File: src/rtl/knn_pkg.sv
// Shared definitions for the KNN classifier: FSM states, list entry layout and
// default widths shared with the distance calculator.
package knn_pkg;

    localparam int KNN_W      = 16;
    localparam int KNN_TYPE_W = 3;
    localparam int KNN_K      = 7;
    localparam int KNN_CNT_W  = 10;

    typedef enum logic [2:0] {
        S_IDLE,
        S_COLLECT,
        S_VOTE,
        S_RESOLVE,
        S_DONE
    } state_t;

    typedef struct packed {
        logic                  occupied;
        logic [KNN_W-1:0]      distance;
        logic [KNN_TYPE_W-1:0] typ;
    } knn_entry_t;

endpackage

File: src/rtl/knn_topk_list.sv
// K-entry ascending insertion list: one insert per cycle via parallel compare/shift,
// synchronous clear, and a combinational read port by index.
module knn_topk_list
    import knn_pkg::*;
#(
    parameter int K      = KNN_K,
    parameter int W      = KNN_W,
    parameter int TYPE_W = KNN_TYPE_W,
    parameter int IDX_W  = (K > 1) ? $clog2(K) : 1
) (
    input  logic              clk,
    input  logic              rst,
    input  logic              clear,
    input  logic              insert,
    input  logic [W-1:0]      ins_distance,
    input  logic [TYPE_W-1:0] ins_type,
    input  logic [IDX_W-1:0]  rd_idx,
    output logic              rd_occupied,
    output logic [W-1:0]      rd_distance,
    output logic [TYPE_W-1:0] rd_type
);

    typedef struct packed {
        logic              occupied;
        logic [W-1:0]      distance;
        logic [TYPE_W-1:0] typ;
    } entry_t;

    entry_t ent [K];
    entry_t nxt [K];
    entry_t new_e;
    entry_t prev;
    logic   after_cur;
    logic   prev_after;

    assign new_e = '{occupied: 1'b1, distance: ins_distance, typ: ins_type};

    // A slot is displaced when it is empty or strictly farther than the new sample,
    // so equal distances keep the earlier sample ahead.
    always_comb begin
        prev       = new_e;
        prev_after = 1'b0;
        after_cur  = 1'b0;
        for (int i = 0; i < K; i++) begin
            after_cur = !ent[i].occupied || (ent[i].distance > ins_distance);
            if (!after_cur)
                nxt[i] = ent[i];
            else if (prev_after)
                nxt[i] = prev;
            else
                nxt[i] = new_e;
            prev       = ent[i];
            prev_after = after_cur;
        end
    end

    always_ff @(posedge clk) begin
        if (rst || clear) begin
            for (int i = 0; i < K; i++)
                ent[i] <= '{occupied: 1'b0, distance: {W{1'b1}}, typ: '0};
        end else if (insert) begin
            for (int i = 0; i < K; i++)
                ent[i] <= nxt[i];
        end
    end

    assign rd_occupied = ent[rd_idx].occupied;
    assign rd_distance = ent[rd_idx].distance;
    assign rd_type     = ent[rd_idx].typ;

endmodule

File: src/rtl/knn_topk_voter.sv
// Streaming K-nearest-neighbour classifier: collects a programmable number of
// samples into a top-K list, then votes with a nearest-neighbour tie-break.
module knn_topk_voter
    import knn_pkg::*;
#(
    parameter int W      = KNN_W,
    parameter int TYPE_W = KNN_TYPE_W,
    parameter int K      = KNN_K,
    parameter int CNT_W  = KNN_CNT_W
) (
    input  logic                   clk,
    input  logic                   rst,
    input  logic                   start,
    input  logic [CNT_W-1:0]       num_samples,
    input  logic                   dist_valid,
    output logic                   dist_ready,
    input  logic [W-1:0]           distance,
    input  logic [TYPE_W-1:0]      dist_type,
    output logic                   busy,
    output logic                   result_valid,
    output logic [TYPE_W-1:0]      inferred_type,
    output logic [$clog2(K+1)-1:0] vote_count,
    output logic [W-1:0]           min_distance,
    output logic                   error
);

    localparam int NUM_TYPES = 1 << TYPE_W;
    localparam int HW        = $clog2(K + 1);
    localparam int IDX_W     = (K > 1) ? $clog2(K) : 1;

    state_t              state, state_nxt;
    logic [CNT_W-1:0]    cnt, target;
    logic [IDX_W-1:0]    vidx;
    logic [HW-1:0]       hist      [NUM_TYPES];
    logic [IDX_W-1:0]    first_idx [NUM_TYPES];
    logic [NUM_TYPES-1:0] seen;

    logic                launch, accept, last_sample, last_vote;
    logic                rd_occ;
    logic [W-1:0]        rd_dist;
    logic [TYPE_W-1:0]   rd_type;

    logic [TYPE_W-1:0]   best_type;
    logic [HW-1:0]       best_cnt;
    logic [IDX_W-1:0]    best_first;
    logic                have;

    assign accept      = dist_valid && dist_ready;
    assign last_sample = (cnt == target - CNT_W'(1));
    assign last_vote   = (vidx == IDX_W'(K - 1));

    knn_topk_list #(.K(K), .W(W), .TYPE_W(TYPE_W), .IDX_W(IDX_W)) u_list (
        .clk          (clk),
        .rst          (rst),
        .clear        (launch),
        .insert       (accept),
        .ins_distance (distance),
        .ins_type     (dist_type),
        .rd_idx       (vidx),
        .rd_occupied  (rd_occ),
        .rd_distance  (rd_dist),
        .rd_type      (rd_type)
    );

    always_ff @(posedge clk) begin
        if (rst) state <= S_IDLE;
        else     state <= state_nxt;
    end

    always_comb begin
        state_nxt  = state;
        dist_ready = 1'b0;
        busy       = 1'b0;
        launch     = 1'b0;
        case (state)
            S_IDLE, S_DONE: begin
                if (start) begin
                    launch    = 1'b1;
                    state_nxt = (num_samples == '0) ? S_DONE : S_COLLECT;
                end
            end
            S_COLLECT: begin
                dist_ready = 1'b1;
                busy       = 1'b1;
                if (dist_valid && last_sample) state_nxt = S_VOTE;
            end
            S_VOTE: begin
                busy = 1'b1;
                if (last_vote) state_nxt = S_RESOLVE;
            end
            S_RESOLVE: begin
                busy      = 1'b1;
                state_nxt = S_DONE;
            end
            default: state_nxt = S_IDLE;
        endcase
    end

    // Highest count wins; equal counts go to the type that owns the nearer entry.
    always_comb begin
        best_type  = '0;
        best_cnt   = '0;
        best_first = '0;
        have       = 1'b0;
        for (int t = 0; t < NUM_TYPES; t++) begin
            if (hist[t] != '0 && (!have || hist[t] > best_cnt ||
                (hist[t] == best_cnt && first_idx[t] < best_first))) begin
                have       = 1'b1;
                best_type  = TYPE_W'(t);
                best_cnt   = hist[t];
                best_first = first_idx[t];
            end
        end
    end

    always_ff @(posedge clk) begin
        if (rst) begin
            cnt           <= '0;
            target        <= '0;
            vidx          <= '0;
            seen          <= '0;
            result_valid  <= 1'b0;
            inferred_type <= '0;
            vote_count    <= '0;
            min_distance  <= '0;
            error         <= 1'b0;
            for (int t = 0; t < NUM_TYPES; t++) begin
                hist[t]      <= '0;
                first_idx[t] <= '0;
            end
        end else begin
            if (launch) begin
                target       <= num_samples;
                cnt          <= '0;
                vidx         <= '0;
                seen         <= '0;
                result_valid <= 1'b0;
                error        <= 1'b0;
                for (int t = 0; t < NUM_TYPES; t++) hist[t] <= '0;
                if (num_samples == '0) begin
                    result_valid  <= 1'b1;
                    error         <= 1'b1;
                    inferred_type <= '0;
                    vote_count    <= '0;
                    min_distance  <= {W{1'b1}};
                end
            end
            if (accept) cnt <= cnt + CNT_W'(1);
            if (state == S_VOTE) begin
                // Wrap to 0 so RESOLVE reads the head entry through the same port.
                vidx <= last_vote ? '0 : vidx + IDX_W'(1);
                if (rd_occ) begin
                    hist[rd_type] <= hist[rd_type] + HW'(1);
                    if (!seen[rd_type]) begin
                        seen[rd_type]      <= 1'b1;
                        first_idx[rd_type] <= vidx;
                    end
                end
            end
            if (state == S_RESOLVE) begin
                inferred_type <= best_type;
                vote_count    <= best_cnt;
                min_distance  <= rd_dist;
                error         <= 1'b0;
                result_valid  <= 1'b1;
            end
        end
    end

endmodule

File: config.mk
export PLATFORM = sky130hd
export DESIGN_NAME = knn_topk_voter
export DESIGN_NICKNAME = d
export VERILOG_FILES = /design/src/rtl/knn_pkg.sv /design/src/rtl/knn_topk_list.sv /design/src/rtl/knn_topk_voter.sv
export SDC_FILE = /design/constraint.sdc
export NUM_CORES = 1
export LEC_CHECK = 0
export ABC_CLOCK_PERIOD_IN_PS = 15100
export CORE_UTILIZATION = 45
export CTS_BUF_LIST = sky130_fd_sc_hd__clkbuf_4 sky130_fd_sc_hd__clkbuf_8
export CTS_CLUSTER_SIZE = 16
export DETAILED_ROUTE_END_ITERATION = 16
export GPL_TIMING_DRIVEN = 0
export SLEW_MARGIN = 10
export SYNTH_ARGS = -nofsm -noshare
export SYNTH_HDL_FRONTEND = slang
export SYNTH_SLANG_ARGS = --single-unit
File: constraint.sdc
create_clock -name clk -period 15.1 [get_ports clk]
set_input_delay 3.775 -clock clk [delete_from_list [all_inputs] [get_ports clk]]
set_output_delay 3.775 -clock clk [all_outputs]
set_load 0.005 [all_outputs]
== Word-level counts from Yosys, hierarchy flattened ==
Memory sizes are Yosys's and may differ from the RTL's. A register that Yosys moved wholly into a read port is not among the register bits.
Cells that the tools add are included.

* Bits of input ports: 33
* Bits in writable memories: 188
* Word-level logic and storage cells: 263
* Flip-flop bits (word level): 58
* Memories: 3

* Mux-type cells: 117
* Bitwise operators: 16
* Reductions and logical operators: 74
* Equality and inequality tests: 16
* Add/sub/neg operators: 4
* Order comparisons: 23

{| class="wikitable"
|+ Memories
! name !! words !! width !! read ports !! clocked after memory_dff !! write ports !! RTL line !! text
|-
| u_list.ent || 7 || 20 || 8 || 1 || 7 || knn_topk_list.sv:29 || <nowiki>entry_t ent [K];</nowiki>
|-
| first_idx || 8 || 3 || 8 || 0 || 8 || knn_topk_voter.sv:35 || <nowiki>logic [IDX_W-1:0] first_idx [NUM_TYPES];</nowiki>
|-
| hist || 8 || 3 || 9 || 0 || 8 || knn_topk_voter.sv:34 || <nowiki>logic [HW-1:0] hist [NUM_TYPES];</nowiki>
|}

{| class="wikitable"
|+ Operator list
! operator !! number
|-
| $mux 20 || 20
|-
| $mux 3 || 46
|-
| $gt 16x16->1 || 7
|-
| $mux 16 || 3
|-
| $mux 8 || 5
|-
| $mux 1 || 38
|-
| $reduce_bool 3->1 || 8
|-
| $logic_or 1x1->1 || 22
|-
| $eq 3x3->1 || 7
|-
| $gt 3x3->1 || 7
|-
| $lt 3x3->1 || 7
|-
| $mux 10 || 2
|-
| $logic_and 1x1->1 || 17
|-
| $or 1x1->1 || 15
|-
| $logic_not 1->1 || 14
|-
| $pmux 3 s4 || 1
|-
| $add 10x1->10 const B || 1
|-
| $eq 10x10->1 || 1
|-
| $logic_not 10->1 || 1
|-
| $sub 10x1->10 const B || 1
|-
| $reduce_or 3->1 || 3
|-
| $or 8x8->8 || 1
|-
| $reduce_bool 2->1 || 4
|-
| $add 3x1->3 const B || 2
|-
| other kinds (12) || 17
|}

== Depth between registers and ports, before layout ==
Gate-level depths: netlist of run 1.
An unclocked memory read counts as a cell.

* Word-level depth: 39
* Mapped depth: 68
* Gate-level depth less buffers: 66

== Hierarchy ==
Synthesis of run 1 repeated with hierarchy kept, for this count alone.

* Cells, all modules: 1599
* Area, all modules: 16260.6 um^2

{| class="wikitable"
|+ Modules (own cells, without submodules)
! module !! times used !! area each (um^2) !! cells an instance
|-
| knn_topk_list || 1 || 9582.9 || 853
|-
| knn_topk_voter || 1 || 6677.7 || 746
|}

== Worst setup path after synthesis of run 1 ==
Ideal clock, no wire load.

* Path kind: register to register
* From: memory hist[0][1] in the netlist's numbering
* To: register vote_count[1]
* Setup slack: 3.135 ns
* Clock period less this slack: 11.965 ns
* Setup time: 0.069 ns
* Stages on the path, launching flop included: 65
* Data arrival time: 11.896 ns
* Cell sequence: edfxtp_1 -> buf_6 -> or3_1 -> buf_6 -> nand2_1 -> ha_1 -> a21oi_1 -> o21ai_2 -> a21oi_2 -> nand2_1 -> a22o_1 -> ha_1 -> nand2_1 -> a21oi_1 -> nor2_1 -> a2111oi_1 -> a211oi_2 -> a21oi_2 -> [... 29 more ...] -> a2bb2oi_2 -> ha_1 -> nand3_1 -> nor2_1 -> a221oi_1 -> nand2b_1 -> nand2_2 -> mux2_4 -> ha_1 -> nand3_1 -> a2111oi_0 -> nor4b_1 -> a31oi_1 -> o21a_1 -> o211ai_2 -> nand2_1 -> mux2_2 -> o21ai_1

{| class="wikitable"
|+ RTL lines
! what !! RTL line !! text
|-
| from (decl) || knn_topk_voter.sv:34 ||
|-
| to (signal assigned) || knn_topk_voter.sv:162 || <nowiki>vote_count <= best_cnt;</nowiki>
|-
| to (decl) || knn_topk_voter.sv:22 || <nowiki>output logic [$clog2(K+1)-1:0] vote_count,</nowiki>
|}

==> results by group, run 1 <==
Outcome
  • Outcome: finished clean

Logic synthesis
  • Post-synth EDFFs: roughly 190
  • Cells after Synth: around 1,700
  • Seq/Total Area, Yosys: ~42%
  • Mapped Nets: around 1,800
  • Netlist cell types: 85
  • Synth Area per Inst: ~9.8 sq um
  • Area of the mapped netlist: 16,300 sq um
  • Main synth FF type: edfxtp_1
  • Syn. warnings: 0
  • FF+latch count, synth: 249
  • Post-synth ARST share: 0%

Pwr
  • PwrDens: 145 nW/um^2
  • Leakage Power: between 6 and 7 nW
  • VDD IR max: 0.153 mV

Setup path
  • Reg2reg start: hist[0][1]
  • CP max FO: 8
  • CP Launch Type: register
  • Required @ worst endpoint: ~16,000 ps
  • Most used cell, CP: nand2_1
  • Setup Crit Path Kind: reg2reg
  • FF-to-FF End: vote_count[1]
  • Crit end category: register
  • R2R Setup Slk: roughly 1100 ps
  • FF-to-FF path depth: 66
  • CP peak stage delay: 640 ps
  • Arr. time, crit path: about 15,000 ps
  • CP max stage cell: a2111oi_1

Floorplan
  • Starting Density: a little under half
  • FP Rows: around 70
  • Die height: ~190 um
  • Total die area: about 37,000 sq um
  • Core Area: about 36,000 sq um
  • IO Count: 59
  • Die W: 192 um

GRT
  • Largest net degree at the start of global routing: 21
  • First-pass GRT wire length: roughly 70,000 um
  • Number of antenna violations at the first check in global routing: 0
  • Vias in the first global route: ~13,000
  • GRT Overall Usage: 25.1%
  • Grt ovf: 0

Clock tree
  • Clock Pin Slew Worst Setup and Hold Paths: approximately 60 ps
  • CTS Root Cell: clkbuf_8
  • # H-tree levels: 2
  • TritonCTS Buffers: 45
  • Clk sink count: 249
  • Post CTS Setup Buffer Count: 0
  • TritonCTS clock tree: done
  • Worst skew pair latency: around 600 ps
  • Maximum root-to-sink buffer count: 3

STA
  • Tcrit/Tclk final: ~93%
  • Worst Clk Skew: ~35 ps
  • Pin slew with the least headroom to its limit: between 1000 and 1500 ps
  • # setup viols final: 0
  • RSZ-0062 raised after global routing: false
  • Final hold violation count: 0
  • Tmin final: ~14,000 ps
  • Max Transition Viols Final: 0
  • Total negative slack: 0 ps
  • Fmax: around 71 MHz
  • Slew margin rel.: about a third
  • Worst Hold Margin: between 400 and 500 ps

Hold path
  • Hold path cells: 2
  • Worst hold path type: reg2reg
  • Hold path start: vote_count[1]
  • Worst Hold Endpoint: vote_count[1]

Flow run
  • Maxcap violations: 0

Route
  • Starting DRT DRC Count: around 1,000
  • DRC violations left: 0
  • WL/cell: ~20 um
  • Pre-antenna DRT Iters: 8
  • Drt via density: slightly below 6
  • Vias: roughly 13,000
  • Routed WL: between 40,000 and 50,000 um
  • Post-detailed-route count of antenna-violating nets: 0

Place
  • GP Congestion: ~0.87
  • Final HPWL DP: 36,600 um
  • IO buf count: a little under 60
  • Placed Instance Area: roughly 17,000 sq um

Layout
  • # diodes: 0
  • Design area: ~18,000 sq um
  • Layout cells sized above 1: 8.75%
  • # nets final: 1,951
  • Fillers: ~3,300
  • Final core occ: between 50% and 60%
  • Synthesis-to-layout area growth: 13.2%
-- cell usage in the layout (no fill, tap or decap), types with 7 or more instances in the layout --
master	count
nand2_1	222
edfxtp_1	188
nor2_1	169
ha_1	147
a21oi_1	106
mux2i_1	83
o211ai_1	68
clkbuf_1	65
dfxtp_1	61
o21ai_0	58
clkdlybuf4s50_1	58
inv_1	57
clkbuf_8	52
nand2b_1	32
a21o_1	25
nand3_1	25
o21a_1	25
nand4_1	23
nor2b_1	21
o22ai_1	20
mux4_2	20
and3_1	19
nor3_1	18
clkbuf_4	14
mux2_2	12
buf_1	12
and2_1	11
or3_1	11
or2_2	11
xnor2_1	9
a211oi_1	8
a22o_1	8
o21bai_1	8
a31oi_1	7
xor2_1	7
nor4_1	7
o21ai_1	7
-- state kept, by name (all words and copies together), names as in the netlist, 8 cells and up, named ones only --
| register | flops |
|---|---|
| seen | 8 |
| u_list.ent | 140 |
| first_idx | 24 |
| hist | 24 |
| cnt | 10 |
| target | 10 |
| min_distance | 16 |
-- stage by stage --
stage	cells	setup slack [ps]	total power, W
after floorplan	1664	3130	0.00170
after global placement	2183	1300	0.00198
after detailed placement	2185	1090	0.00201
after CTS	2266	1010	0.00269
after global routing	2266	30.5	0.00285
final	2266	1060	0.00268
-- layout make-up --
| type | count | area (sq um) | share of cell area (%) |
|---|---|---|---|
| Clock buffer | 66 | 821 | 4.45 |
| Multi-Input combinational cell | 1278 | 8900 | 48.3 |
| Timing Repair Buffer | 60 | 611 | 3.31 |
| Sequential cell | 249 | 6870 | 37.2 |
| Buffer | 79 | 312 | 1.69 |
| Clock inverter | 15 | 131 | 0.712 |
| Tap cell | 461 | 577 | 3.13 |
| Inverter | 58 | 218 | 1.18 |
-- worst max path at each step --
| stage | from | to | slack [ps] | cells after the start |
|---|---|---|---|---|
| floorplan | hist[0][1] | vote_count[1] | 3130 | 64 |
| global placement | hist[0][1] | vote_count[1] | 1300 | 65 |
| detailed placement | hist[0][1] | vote_count[1] | 1090 | 65 |
| CTS | hist[0][1] | vote_count[1] | 1010 | 65 |
| global route | hist[0][1] | vote_count[1] | 30 | 65 |
| finish | hist[0][1] | vote_count[1] | 1060 | 66 |
-- critical path: cells and delay by family, from the launching register on --
kind | cells | cell delay (ps)
AOI/OAI and AO/OA | 25 | 5900
and+or+nand+nor | 25 | 3900
adders and majority gates | 7 | 1840
muxes | 4 | 1410
buffers and inverters | 5 | 520
DFF | 1 | 370
-- cell families (layout without fill, tap and decap cells) --
family / count (synthesis) / count (layout) / synth area share, %
buffers and inverters: 137 / 278 / 3.25
adders and majority gates: 147 / 147 / 11.3
muxes: 116 / 116 / 8.79
DFF: 249 / 249 / 42.2
and+or+nand+nor: 599 / 599 / 17.1
AOI/OAI and AO/OA: 400 / 400 / 16.6
xor gates and xnor gates: 16 / 16 / 0.860
-- what timing repair did --
action,4_1_cts,5_1_grt
resized for setup,0,1
hold buffers,0,0
setup endpoints to repair,0,4
-- synthesized netlist by cell type (4+ instances only) --
cell type  number  area [sq um]
o31ai_1         5          37.5
a22o_1          8          70.1
ha_1          147          1840
xnor2_1         9          78.8
nor3b_1         4          30.0
xor2_1          7          61.3
mux2_2         12           135
a21o_1         25           188
a211oi_1        8          60.1
and3_1         19           119
a22oi_1         4          30.0
or2_2          11          68.8
a21oi_2         5          43.8
nand2_1       222           833
nor2_1        169           634
mux4_2         20           450
mux2i_1        83           831
nor2b_1        21           131
buf_1          12          45.0
o21a_1         25           188
o22ai_1        20           125
nand4_1        23           144
o21ai_1         7          35.0
or3_1          11          68.8
and2_1         11          68.8
clkbuf_1       65           244
nor3_1         18          90.1
nor4_1          7          43.8
nand3b_1        5          37.5
o21ai_0        60           300
inv_1          57           214
edfxtp_1      188          5650
a31oi_1         7          43.8
nand3_1        25           125
o21bai_1        8          60.1
dfxtp_1        61          1220
nand2b_1       32           200
a21oi_1       106           531
o211ai_1       68           510
-- where the power goes --
group	total, W	switching (W)	internal, W
Clock	0.000678	0.000294	0.000384
Sequential	0.000846	0.0000431	0.000803
Combinational	0.00116	0.000689	0.000468
-- layer usage --
| metal | share of wire [%] | up-vias | track usage (%) |
|---|---|---|---|
| met5 | 0 | - | 0 |
| met4 | 3.0 | 0 | 9.42 |
| met3 | 4.7 | 87 | 3.07 |
| met2 | 49 | 344 | 43.7 |
| met1 | 43 | 6391 | 31.8 |
| li1 | - | 6396 | - |
No activity file was read; power rests on OpenSTA's default activity.
==> inputs of run 2 (changes only) <==
CORE_UTILIZATION = 64   (was 45)
CTS_BUF_LIST = sky130_fd_sc_hd__clkbuf_8   (was sky130_fd_sc_hd__clkbuf_4 sky130_fd_sc_hd__clkbuf_8)
PLACE_DENSITY = 0.83   (was not set)
==> results by group, run 2 (synthesis gave the netlist of run 1 again) <==
Floorplan
  • Core Area: 25,100 sq um (was 35,600 sq um)
  • Die height: 162 um (was 192 um)
  • FP Rows: 58 (was 69)
  • IO Count: 59 (unchanged)
  • Die W: 162 um (was 192 um)
  • Starting Density: 64.9% (was 45.8%)
  • Total die area: 26,100 sq um (was 37,000 sq um)

GRT
  • Vias in the first global route: 13,500 (was 12,900)
  • Met3 global-route usage: 4.44% (was 3.07%)
  • Largest net degree at the start of global routing: 21 (unchanged)
  • Grt ovf: 0 (unchanged)
  • Number of antenna violations at the first check in global routing: 1 (was 0)
  • GR met1 Demand/Resource: 41.7% (was 31.8%)
  • Met2 Resource Use GR: 60.6% (was 43.7%)
  • GR peak layer: met2 (unchanged)
  • GRT Overall Usage: 34.5% (was 25.1%)
  • First-pass GRT wire length: 69,800 um (was 71,000 um)

Route
  • Pre-antenna DRT Iters: 5 (was 8)
  • Drt via density: 6.45 (was 5.83)
  • Vias: 13,700 (was 13,200)
  • Starting DRT DRC Count: 1,302 (was 1,029)
  • DRC violations left: 0 (unchanged)
  • WL/cell: 20.9 um (was 20.3 um)
  • Post-detailed-route count of antenna-violating nets: 0 (unchanged)
  • Routed WL: 44,500 um (was 46,100 um)

Pwr
  • Leakage Power: 6.79 nW (was 6.87 nW)
  • VDD IR max: 0.208 mV (was 0.153 mV)
  • PwrDens: 143 nW/um^2 (was 145 nW/um^2)

Layout
  • Reg with most FFs: u_list.ent (unchanged)
  • Non-Filler Instances: 2,124 (was 2,266)
  • Synthesis-to-layout area growth: 11.0% (was 13.2%)
  • Top Registers: u_list.ent (140), first_idx (24), hist (24) (unchanged)
  • Layout cells sized above 1: 7.75% (was 8.75%)
  • Final core occ: 72.0% (was 51.8%)
  • Fillers: 1,806 (was 3,306)
  • # diodes: 0 (unchanged)
  • Design area: 18,100 sq um (was 18,400 sq um)
  • # nets final: 1,946 (was 1,951)
  • Commonest non-fill, non-tap cell in the layout: nand2_1 (unchanged)
  • Largest register FFs: 140 (unchanged)
  • Most frequent cells in the layout: 222 x nand2_1, 188 x edfxtp_1, 169 x nor2_1, 147 x ha_1, 106 x a21oi_1 (unchanged)

Clock tree
  • Clk sink count: 249 (unchanged)
  • # H-tree levels: 2 (unchanged)
  • # hold bufs at CTS: 0 (unchanged)
  • TritonCTS clock tree: done (unchanged)
  • Post CTS Setup Buffer Count: 0 (unchanged)
  • Maximum root-to-sink buffer count: 3 (unchanged)
  • Clock Pin Slew Worst Setup and Hold Paths: 60 ps (about the same)
  • Worst skew pair latency: 560 ps (was 600 ps)
  • TritonCTS Buffers: 40 (was 45)
  • CTS Root Cell: clkbuf_8 (unchanged)

Setup path
  • FF-to-FF End: vote_count[1] (unchanged)
  • R2R Setup Slk: 1200 ps (was 1060 ps)
  • Setup Crit Path Kind: reg2reg (unchanged)
  • CP max stage cell: a2111oi_1 (unchanged)
  • CP peak stage delay: 570 ps (was 640 ps)
  • Most used cell, CP: nand2_1 (unchanged)
  • Reg2reg start: hist[0][1] (unchanged)
  • Crit end category: register (unchanged)
  • Required @ worst endpoint: 15,580 ps (was 15,630 ps)
  • Arr. time, crit path: 14,380 ps (was 14,570 ps)
  • CP Launch Type: register (unchanged)
  • FF-to-FF path depth: 66 (unchanged)
  • CP max FO: 8 (unchanged)

Place
  • IO buf count: 58 (unchanged)
  • GP Congestion: 0.929 (was 0.867)
  • Placed Instance Area: 17,300 sq um (was 17,500 sq um)
  • Final HPWL DP: 34,600 um (was 36,600 um)
  • Dpl cells: 2,054 (was 2,185)

STA
  • Tmin final: 13,900 ps (was 14,040 ps)
  • Pin slew with the least headroom to its limit: 1130 ps (was 1010 ps)
  • Total negative slack: 0 ps (unchanged)
  • Final hold violation count: 0 (unchanged)
  • RSZ-0062 raised after global routing: false (unchanged)
  • Max Transition Viols Final: 0 (unchanged)
  • Tcrit/Tclk final: 92.0% (was 93.0%)
  • # setup viols final: 0 (unchanged)
  • Worst Clk Skew: 23.9 ps (was 35.1 ps)
  • Fmax: 72.0 MHz (was 71.2 MHz)
  • Slew margin rel.: 22.6% (was 31.9%)

Hold path
  • Hold path start: vote_count[2] (was vote_count[1])
  • Worst hold path type: reg2reg (unchanged)
  • Worst Hold Endpoint: vote_count[2] (was vote_count[1])
  • Hold path cells: 2 (unchanged)

Outcome
  • Outcome: finished clean (unchanged)

Flow run
  • Maxcap violations: 0 (unchanged)
## run 2: worst max path at each step
stage / startpoint / to / slack [ps]
2_1_floorplan: hist[0][1] / vote_count[1] / 3130
3_3_place_gp: hist[0][1] / vote_count[1] / 1410
3_5_place_dp: hist[0][1] / vote_count[1] / 1050
4_1_cts: hist[0][1] / vote_count[1] / 940
5_1_grt: hist[0][1] / vote_count[1] / 100
6_report: hist[0][1] / vote_count[1] / 1200
## run 2: through the flow
| step | hold WS, ps | worst slack, ps | total power, W |
|---|---|---|---|
| global placement | 431 | 1410 | 0.00195 |
| detailed placement | 446 | 1050 | 0.00200 |
| finish | 450 | 1200 | 0.00258 |
| CTS | 455 | 942 | 0.00256 |
| global route | 477 | 104 | 0.00273 |
| floorplan | 420 | 3130 | 0.00170 |
## run 2: metal layers
metal | part of all wire (%) | up-vias
met3 | 7.4 | 140
met5 | 0.029 | -
li1 | - | 6382
met2 | 50 | 599
met4 | 4.6 | 2
met1 | 38 | 6567
## run 2: power breakdown
part / internal, W / switching (W)
sequential: 0.000803 / 0.0000427
clock: 0.000288 / 0.000274
combinational: 0.000473 / 0.000705
## run 2: what timing repair did
item | 4_1_cts | 5_1_grt
endpoints found under the hold margin | 0 | 0
gates resized for setup | 0 | 2
endpoints found under the setup margin | 0 | 6
## run 2: cell type report
type	count	area, sq um	area share [%]
multi-input cells	1278	8910	49.3
repair buffers	60	611	3.38
plain buffers	79	312	1.72
well taps	330	413	2.28
clock buffers	48	661	3.65
clock inverters	22	92.6	0.512
flip-flops and latches	249	6870	38.0
inverters	58	218	1.20
## run 2: critical path: cells and delay by family, from the launching register on
family | cells | cell delay (ps)
adders and majority gates | 7 | 1830
AOI/OAI and AO/OA | 25 | 5810
buffers and inverters | 5 | 510
DFF | 1 | 380
and+or+nand+nor | 25 | 3850
muxes | 4 | 1410
==> inputs of run 3 (changes only) <==
CORE_UTILIZATION = 40   (was 64)
PLACE_DENSITY = not set   (was 0.83)
==> results by group, run 3 (synthesis gave the netlist of run 1 again) <==
Outcome
  • Outcome: finished clean (unchanged)

STA
  • Worst Clk Skew: 41.5 ps (was 23.9 ps)
  • # setup viols final: 0 (unchanged)
  • RSZ-0062 raised after global routing: false (unchanged)
  • Max Transition Viols Final: 0 (unchanged)
  • Tcrit/Tclk final: 91.0% (was 92.0%)
  • Total negative slack: 0 ps (unchanged)
  • Slew margin rel.: 22.9% (was 22.6%)
  • Pin slew with the least headroom to its limit: 1150 ps (was 1130 ps)
  • Tmin final: 13,740 ps (was 13,900 ps)
  • Final hold violation count: 0 (unchanged)
  • Fmax: 72.8 MHz (was 72.0 MHz)

Setup path
  • Crit path buf inv count: 5 (unchanged)
  • CP delay by family, top: compound AO/OA/AOI/OAI gates (unchanged)
  • Setup Crit Path Kind: reg2reg (unchanged)
  • CP max FO: 8 (unchanged)
  • Required @ worst endpoint: 15,600 ps (was 15,580 ps)
  • Crit end category: register (unchanged)
  • CP Launch Type: register (unchanged)
  • CP peak stage delay: 490 ps (was 570 ps)
  • Arr. time, crit path: 14,240 ps (was 14,380 ps)
  • CP max stage cell: a2111oi_1 (unchanged)

Pwr
  • PwrDens: 142 nW/um^2 (was 143 nW/um^2)
  • Sw Ratio: 39.0% (was 39.5%)
  • VDD IR max: 0.112 mV (was 0.208 mV)
  • Switch Pwr: 0.00102 W (about the same)
  • Clock power share: 23.1% (was 21.7%)
  • Sequential share of power: 32.3% (was 32.7%)
  • Int Pwr: 0.00159 W (was 0.00156 W)
  • Leakage Power: 6.90 nW (was 6.79 nW)
  • Comb power frac: 44.5% (was 45.6%)

Layout
  • Non-Filler Instances: 2,333 (was 2,124)
  • Reg area: 6870 sq um (unchanged)
  • Multi-input gate area: 8910 sq um (unchanged)
  • # diodes: 0 (unchanged)
  • Layout cells sized above 1: 7.80% (was 7.75%)
  • Largest register FFs: 140 (unchanged)
  • Most frequent cells in the layout: 222 x nand2_1, 188 x edfxtp_1, 169 x nor2_1, 147 x ha_1, 106 x a21oi_1 (unchanged)
  • Reg with most FFs: u_list.ent (unchanged)
  • Fillers: 3,781 (was 1,806)
  • Commonest non-fill, non-tap cell in the layout: nand2_1 (unchanged)
  • Final core occ: 46.2% (was 72.0%)
  • Top Registers: u_list.ent (140), first_idx (24), hist (24) (unchanged)
  • Design area: 18,400 sq um (was 18,100 sq um)
  • # nets final: 1,951 (was 1,946)
  • Synthesis-to-layout area growth: 13.1% (was 11.0%)

Floorplan
  • Total die area: 41,500 sq um (was 26,100 sq um)
  • Starting Density: 40.8% (was 64.9%)
  • IO Count: 59 (unchanged)
  • Die height: 204 um (was 162 um)
  • Die W: 204 um (was 162 um)
  • FP Rows: 73 (was 58)
  • Core Area: 39,900 sq um (was 25,100 sq um)

Route
  • DR WL met3: 2400 um (was 3310 um)
  • M1 wire length: 19,800 um (was 17,100 um)
  • DRC violations left: 0 (unchanged)
  • Drt via density: 5.66 (was 6.45)
  • Starting DRT DRC Count: 1,104 (was 1,302)
  • Highest metal used: met4 (was met5)
  • Pre-antenna DRT Iters: 5 (unchanged)
  • Vias: 13,200 (was 13,700)
  • Routed WL: 45,600 um (was 44,500 um)
  • WL met2: 22,000 um (about the same)
  • WL/cell: 19.5 um (was 20.9 um)
  • Post-detailed-route count of antenna-violating nets: 0 (unchanged)

Place
  • Placed Instance Area: 17,600 sq um (was 17,300 sq um)
  • IO buf count: 58 (unchanged)
  • Dpl cells: 2,249 (was 2,054)
  • Final HPWL DP: 36,000 um (was 34,600 um)
  • GP Congestion: 0.882 (was 0.929)

Clock tree
  • TritonCTS clock tree: done (unchanged)
  • Clock Pin Slew Worst Setup and Hold Paths: 60 ps (about the same)
  • # hold bufs at CTS: 0 (unchanged)
  • Post CTS Setup Buffer Count: 0 (unchanged)
  • # H-tree levels: 2 (unchanged)
  • Maximum root-to-sink buffer count: 3 (unchanged)
  • Worst skew pair latency: 590 ps (was 560 ps)
  • TritonCTS Buffers: 45 (was 40)
  • CTS Root Cell: clkbuf_8 (unchanged)
  • Clk sink count: 249 (unchanged)

GRT
  • GRT Overall Usage: 22.3% (was 34.5%)
  • First-pass GRT wire length: 71,800 um (was 69,800 um)
  • Number of antenna violations at the first check in global routing: 0 (was 1)
  • Grt ovf: 0 (unchanged)
  • Largest net degree at the start of global routing: 21 (unchanged)
  • Vias in the first global route: 13,100 (was 13,500)

Flow run
  • Maxcap violations: 0 (unchanged)

Hold path
  • Worst hold path type: reg2reg (unchanged)
## run 3: worst paths after layout
check                           cells after the start             to  slack (ps)          start
worst max register to register                     65  vote_count[1]        1360     hist[0][1]
worst min-delay path                                2  vote_count[1]         450  vote_count[1]
worst min register to register                      2  vote_count[1]         450  vote_count[1]
worst max-delay path                               65  vote_count[1]        1360     hist[0][1]
## run 3: area by class of cell
type                       count  share of cell area (%)
buffer                        79                    1.69
clock buffer                  50                    3.73
clock inverter                34                   0.896
inverter                      58                    1.18
multi-input combinational   1278                    48.3
sequential                   249                    37.3
tap                          525                    3.57
timing repair buffer          60                    3.31
## run 3: routing by layer
metal,up-vias,track usage (%)
met1,6328,28.7
met2,389,38.1
met4,0,7.84
li1,6404,-
met5,-,0
met3,83,3.14
## run 3: what timing repair did
| item | 4_1_cts | 5_1_grt |
|---|---|---|
| endpoints found under the hold margin | 0 | 0 |
| gates resized for setup | 0 | 2 |
| setup endpoints to repair | 0 | 6 |
## run 3: worst reg2reg max path: cells and delay by family (launching register included)
kind	cells	cell delay [ps]
fa+ha+maj	7	1950
compound gates	25	5700
buf+inv	5	540
simple gates	24	3710
flops	1	380
mux	4	1450
## run 3: metrics by stage
step	power, W	hold WS [ps]	setup slack [ps]
global route	0.00280	479	107
floorplan	0.00170	420	3130
detailed placement	0.00200	445	1170
CTS	0.00262	458	1080
global placement	0.00198	437	1290
finish	0.00261	452	1360
## run 3: power groups by stage
| stage | Combinational (W) | Clock (W) | Sequential, W |
|---|---|---|---|
| after global routing | 0.00130 | 0.000650 | 0.000850 |
| after global placement | 0.00112 | 0 | 0.000858 |
| after floorplan | 0.000860 | 0 | 0.000841 |
| final | 0.00116 | 0.000605 | 0.000845 |
| after CTS | 0.00115 | 0.000620 | 0.000844 |
| after detailed placement | 0.00115 | 0 | 0.000858 |
